--- src/rtl/gray_stream_decoder.sv ---
// Gray-coded stream decoder.
// Decodes each accepted gray sample to binary and checks that it is
// gray-adjacent to the previously accepted sample. Reports the step
// direction, repeated samples and adjacency errors, and keeps a saturating
// count of adjacency errors.
module gray_stream_decoder #(
  parameter int unsigned WIDTH     = 4,
  parameter int unsigned ERR_CNT_W = 8
) (
  input  logic                 clk,
  input  logic                 rst,
  input  logic                 in_valid,
  input  logic [WIDTH-1:0]     gray_in,
  input  logic                 clear_err,
  output logic                 out_valid,
  output logic [WIDTH-1:0]     bin_out,
  output logic                 dir_up,
  output logic                 hold,
  output logic                 step_err,
  output logic [ERR_CNT_W-1:0] err_count
);

  localparam logic [ERR_CNT_W-1:0] ERR_MAX = '1;

  // EMPTY: no reference sample yet; TRACK: prev_gray/prev_bin hold a reference.
  typedef enum logic {
    EMPTY = 1'b0,
    TRACK = 1'b1
  } state_t;

  state_t               state, state_n;
  logic [WIDTH-1:0]     prev_gray, prev_gray_n;
  logic [WIDTH-1:0]     prev_bin, prev_bin_n;
  logic [WIDTH-1:0]     bin_n;
  logic                 out_valid_n, dir_up_n, hold_n, step_err_n;
  logic [ERR_CNT_W-1:0] err_count_n;

  logic [WIDTH-1:0]     dec_bin;
  logic [WIDTH-1:0]     diff;
  logic                 same, single;

  // Gray-to-binary decode: prefix XOR from the MSB down.
  always_comb begin
    dec_bin            = '0;
    dec_bin[WIDTH-1]   = gray_in[WIDTH-1];
    for (int i = int'(WIDTH) - 2; i >= 0; i--) begin
      dec_bin[i] = dec_bin[i+1] ^ gray_in[i];
    end
  end

  // Bit distance to the previous sample: zero bits or exactly one bit (power of two).
  always_comb begin
    diff   = gray_in ^ prev_gray;
    same   = (diff == '0);
    single = !same && ((diff & (diff - WIDTH'(1))) == '0);
  end

  // Next-state and next-output logic.
  always_comb begin
    state_n     = state;
    prev_gray_n = prev_gray;
    prev_bin_n  = prev_bin;
    bin_n       = bin_out;
    dir_up_n    = dir_up;
    out_valid_n = 1'b0;
    hold_n      = 1'b0;
    step_err_n  = 1'b0;
    err_count_n = err_count;

    if (in_valid) begin
      out_valid_n = 1'b1;
      bin_n       = dec_bin;
      prev_gray_n = gray_in;
      prev_bin_n  = dec_bin;
      case (state)
        EMPTY: begin
          state_n = TRACK;
        end
        TRACK: begin
          if (same) begin
            hold_n = 1'b1;
          end else if (single) begin
            dir_up_n = (dec_bin == (prev_bin + WIDTH'(1)));
          end else begin
            step_err_n = 1'b1;
            if (err_count != ERR_MAX) begin
              err_count_n = err_count + ERR_CNT_W'(1);
            end
          end
        end
        default: state_n = EMPTY;
      endcase
    end

    // Clear wins over a same-cycle increment.
    if (clear_err) begin
      err_count_n = '0;
    end
  end

  // State and output registers with synchronous reset.
  always_ff @(posedge clk) begin
    if (rst) begin
      state     <= EMPTY;
      prev_gray <= '0;
      prev_bin  <= '0;
      out_valid <= 1'b0;
      bin_out   <= '0;
      dir_up    <= 1'b0;
      hold      <= 1'b0;
      step_err  <= 1'b0;
      err_count <= '0;
    end else begin
      state     <= state_n;
      prev_gray <= prev_gray_n;
      prev_bin  <= prev_bin_n;
      out_valid <= out_valid_n;
      bin_out   <= bin_n;
      dir_up    <= dir_up_n;
      hold      <= hold_n;
      step_err  <= step_err_n;
      err_count <= err_count_n;
    end
  end

endmodule

--- config.mk ---
export PLATFORM = sky130hd
export DESIGN_NAME = gray_stream_decoder
export DESIGN_NICKNAME = d
export VERILOG_FILES = /design/src/rtl/gray_stream_decoder.sv
export SDC_FILE = /design/constraint.sdc
export NUM_CORES = 1
export LEC_CHECK = 0
export ABC_AREA = 1
export CAP_MARGIN = 30
export CELL_PAD_IN_SITES_DETAIL_PLACEMENT = 0
export CELL_PAD_IN_SITES_GLOBAL_PLACEMENT = 1
export CORE_ASPECT_RATIO = 0.75
export CORE_MARGIN = 10
export CORE_UTILIZATION = 40
export CTS_BUF_LIST = sky130_fd_sc_hd__clkbuf_2 sky130_fd_sc_hd__clkbuf_4 sky130_fd_sc_hd__clkbuf_8
export DETAILED_ROUTE_END_ITERATION = 8
export GPL_TIMING_DRIVEN = 0
export PLACE_DENSITY = 0.92
export RECOVER_POWER = 50
export SLEW_MARGIN = 20
export SYNTH_ARGS = -nofsm -noshare
export SYNTH_HDL_FRONTEND = slang
export SYNTH_SLANG_ARGS = --single-unit
--- constraint.sdc ---
create_clock -name clk -period 2.9 [get_ports clk]
set_input_delay 0.29 -clock clk [delete_from_list [all_inputs] [get_ports clk]]
set_output_delay 0.29 -clock clk [all_outputs]
set_load 0.01 [all_outputs]
# == Word level (Yosys, flattened, before mapping) ==
# Index checks and enable logic that the tools add are counted.
# totals
elab_cells,34
reg_bits,21
input_bits,8
output_inout_bits,16
# op_classes
bitwise,9
mux,3
n_addsub,3
n_reduce_logical,9
eq_ne,2
# ops
operator,n
$add A8 B1 Y8 const B,1
$logic_not A4 Y1,2
$ne A8 B8 Y1 const B,1
$reduce_and A5 Y1,1
$add A4 B1 Y4 const B,1
$and A4 B4 Y4,1
$eq A4 B4 Y1,1
$not A1 Y1,4
$reduce_and A4 Y1,1
$reduce_or A4 Y1,1
$sub A4 B1 Y4 const B,1
$xor A4 B4 Y4,1
$mux W1,3
$reduce_or A3 Y1,1
$xor A1 B1 Y1,3
$reduce_or A2 Y1,1
$logic_and A1 B1 Y1,1
$logic_not A1 Y1,1

# == Logic depth before layout (Yosys ltp) ==
# logic_depth
ltp_word,7
mapped_depth,12
depth_no_buf,12

# == Worst setup path before layout ==
# No wires, ideal clock.
# synth_timing
path_kind,register to register
from,register err_count[0]
to,register err_count[2]
stages_incl_launch_ff,8
n_path_buf,0
period_less_slack_ns,1.362
setup_slack_ns,1.538
arrival_time_ns,1.292
setup_ns,0.070
required_ns,2.830
cell_sequence,dfxtp_1 -> ha_1 -> nand4_2 -> nor2_4 -> nand2_4 -> nand2_4 -> nand2_1 -> a21oi_1
# synth_via
elab_chain_cells,2
word_cells_on_any_way,3
cone_classes,add/sub: 1; eq/ne: 1; reduce/logical: 1
# synth_rtl
element,line_no,rtl
start: declaration,20,output logic [ERR_CNT_W-1:0] err_count
start signal: assignment,122,err_count <= err_count_n;
"parallel branches: the longest is 2 deep, another holds $add A8 B1 Y8",n/a,
# Several ways; the timed one is not identified.
# A chain may end at the register's enable or synchronous reset.

# == Worst setup path after layout ==
# layout_timing
from,input port gray_in[2]
to,register err_count[5]
# layout_via
elab_chain_cells,7
word_cells_on_any_way,10
cone_classes,add/sub: 1; bitwise: 4; reduce/logical: 5
# layout_rtl
element,line_no,rtl
start: declaration,13,"input logic [WIDTH-1:0] gray_in,"
$xor A4 B4 Y4 *,53,diff = gray_in ^ prev_gray;
$sub A4 B1 Y4,55,single = !same && ((diff & (diff - WIDTH'(1))) == '0);
$and A4 B4 Y4,55,
$logic_not A4 Y1,55,
$logic_and A1 B1 Y1,55,
$not A1 Y1 (no source line),n/a,
$reduce_and A5 Y1 (no source line) *,n/a,
# Every way passes the cells marked *; elsewhere a longest branch is shown, timed or not.

==> metrics <==
Ports=24; total wire length=2.85 mm; worst-margin pin slew=0.785 ns; cts bufs inserted=3; Die Width=83.1 µm; number of synthesized flops with an enable pin=0; proportion of layout cells with a drive suffix above 1=12.8%; hold_buf cts=0; most common cell after layout, fill and taps aside=nand2_1; RSZ-0062 raised after global routing=false; Critical Path AT=between 2 and 2.5 ns; final setup margin=between 0.7 and 0.8 ns; FF+latch area=400 µm²; pwr dens=415 nW/µm²; worst rel slew slack=47.5%; met1 Resource Use GR=a little over an eighth; clk_lat worst skew=0.26 ns; ys flop type=dfxtp_1; H-tree depth=1; sequential share of the synthesized area=33.5%; Synth Register Bits=20; clock sinks=20; diodes inserted=0; met2 Usage GRT=~18%; Mapped Area=1190 µm²; GRT Overall Usage=10.8%; routed len/inst=11.8 µm; port buffer count=22; Die H=67.3 µm; initial antenna violation count=0; WP buf/inv=2; NumNets Final=214; GR peak layer=met2; Reg clk slew, reported paths=0.08 ns; number of global-route vias before repair=1,109; Setup Viol. Count Final=0; Post-CTS Setup Bufs=0; LEAKAGE=between 0.6 and 0.7 nW; critical path class=input port to register; Worst Path Required=about 3.1 ns; largest net degree at the start of global routing=12; grt total ovfl=0; drc violations=0; Synth cell types=24; Mapped Cells=between 150 and 200; DP Worst Slack=about 1.0 ns; crit end category=register; status=finished clean; die area=around 5600 µm²; CTS resizes=0; FMAX=467 MHz; Clock Skew=roughly 0.0083 ns; multi-input logic area=691 µm²; Routability Congestion=0.770; TritonCTS clock tree=done; Hold Vio Cnt, Final=0; Warnings, synthesis=0; Initial Utilization=41.3%; DRT Pass-1 Iters=4; global-route wire length before repair=slightly above 5 mm; CP max stage delay=0.61 ns; Area Overhead vs Synth=25.7%; Max Cap Violations=0; standard-cell rows=17; minimum clock period after layout=approximately 2.1 ns; CP cell instances=dlygate4sd3_1, inv_1, nand2_1, nand2_1, nand2_2, nand2_4, nand2_4, nor2_1, nand2_4, nand2_1, a21oi_1; CP top delay family=simple AND/OR/NAND/NOR gates; Root Buffer=clkbuf_8; Sum Neg Setup Slack=0 ns; Crit Path Max Fanout=10; Mapped Nets=187; via count=1,148; final worst-path cycle share=73.8%; antenna viol nets, final=0; crit path launch type=input port; Peak VDD IR=249 µV; core footprint=2890 µm²; Async S/R FF share, synth=0%; fillers=roughly 300; Final HPWL DP=2.29 mm; worst hold path type=input port to register; Mapped Avg Cell Area=6.74 µm²; via density per instance=~4.8; fin. max-slew vios=0; violation count after the first detailed-route iteration=90; CTS Buffer Depth=2; most frequent cells in the layout=62 x nand2_1, 20 x dfxtp_1, 15 x a21oi_1; met3 Track Usage GR=4.33%; Critical-path top delay cell=dlygate4sd3_1
sequential cells by signal, indices dropped and copies added (netlist names):
register,count
dir_up,1
err_count,8
hold,1
out_valid,1
prev_bin,3
prev_gray,4
state,1
step_err,1
report_power, final:
part           switching, mW  leakage, nW  internal, mW
Sequential           0.00904        0.164         0.285
Clock                 0.0962       0.0288         0.121
Combinational         0.0673        0.501        0.0453
through the flow:
| stage | area (µm²) | utilization [%] | cells | power, mW | hold slack (ns) |
|---|---|---|---|---|---|
| detailed placement | 1460 | 50.5 | 237 | 0.420 | 0.459 |
| floorplan | 1190 | - | 177 | 0.378 | 0.424 |
| finish | 1500 | 51.9 | 241 | 0.623 | 0.366 |
| CTS | 1520 | 52.4 | 241 | 0.636 | 0.372 |
| global route | 1500 | 51.9 | 241 | 0.658 | 0.394 |
| global placement | 1460 | 50.5 | 237 | 0.415 | 0.449 |
area by class of cell:
class                   instances  area share (%)
inverters                      19            4.75
repair buffers                 22            14.7
well taps                      38            3.17
multi-input cells             135            46.0
plain buffers                   3            1.00
flip-flops and latches         20            26.7
clock buffers                   4            3.67
worst reg2reg max path, stage by stage (launching register included):
cell and delay [ns]:
dfxtp_1 0.37, inv_1 0.07, nand2_1 0.06, nand2_1 0.06, nand2_2 0.08, inv_2 0.05, nand2_4 0.06, nand2_4 0.05
nor2_1 0.59, nand2_4 0.15, nand2_1 0.11, a21oi_1 0.06
cell families (layout without fill, tap and decap cells):
kind of cell	Yosys count	in the layout	synth area share, %
AO/OA/AOI/OAI	22	22	9.22
XOR/XNOR	5	5	3.67
adder cells (fa/ha/maj)	2	2	2.10
buffers and inverters	22	48	7.23
flip-flops	20	20	33.5
AND/OR/NAND/NOR	106	106	44.2
path summary, 6_finish.rpt:
check | start | end | cells past startpoint | slack [ns]
setup / recovery | gray_in[2] | err_count[5] | 11 | 0.76
hold / removal | rst | step_err | 2 | 0.37
setup reg to reg | prev_gray[1] | err_count[5] | 11 | 1.08
hold reg to reg | dir_up | dir_up | 2 | 0.46
Yosys cell counts (2+ instances only):
library cell  number  share of area [%]
o21ai_0            7                2.9
xor2_1             3                2.2
a21oi_1           15                6.3
nand3_1           12                5.0
inv_2              7                2.2
ha_1               2                2.1
nand2_2            5                2.6
clkbuf_1           2               0.63
nor2_2             2                1.0
nor2_1            11                3.5
inv_1             12                3.8
nand2_4            4                3.8
xnor2_1            2                1.5
nand3b_1           3                1.9
dfxtp_1           20                 34
nand2_1           62                 19
routing by layer:
layer	part of all wire [%]	vias up
met5	0	-
met4	0.74	0
met3	7.0	4
met2	45	27
met1	47	501
li1	-	616
(Power assumes the default switching activity.)
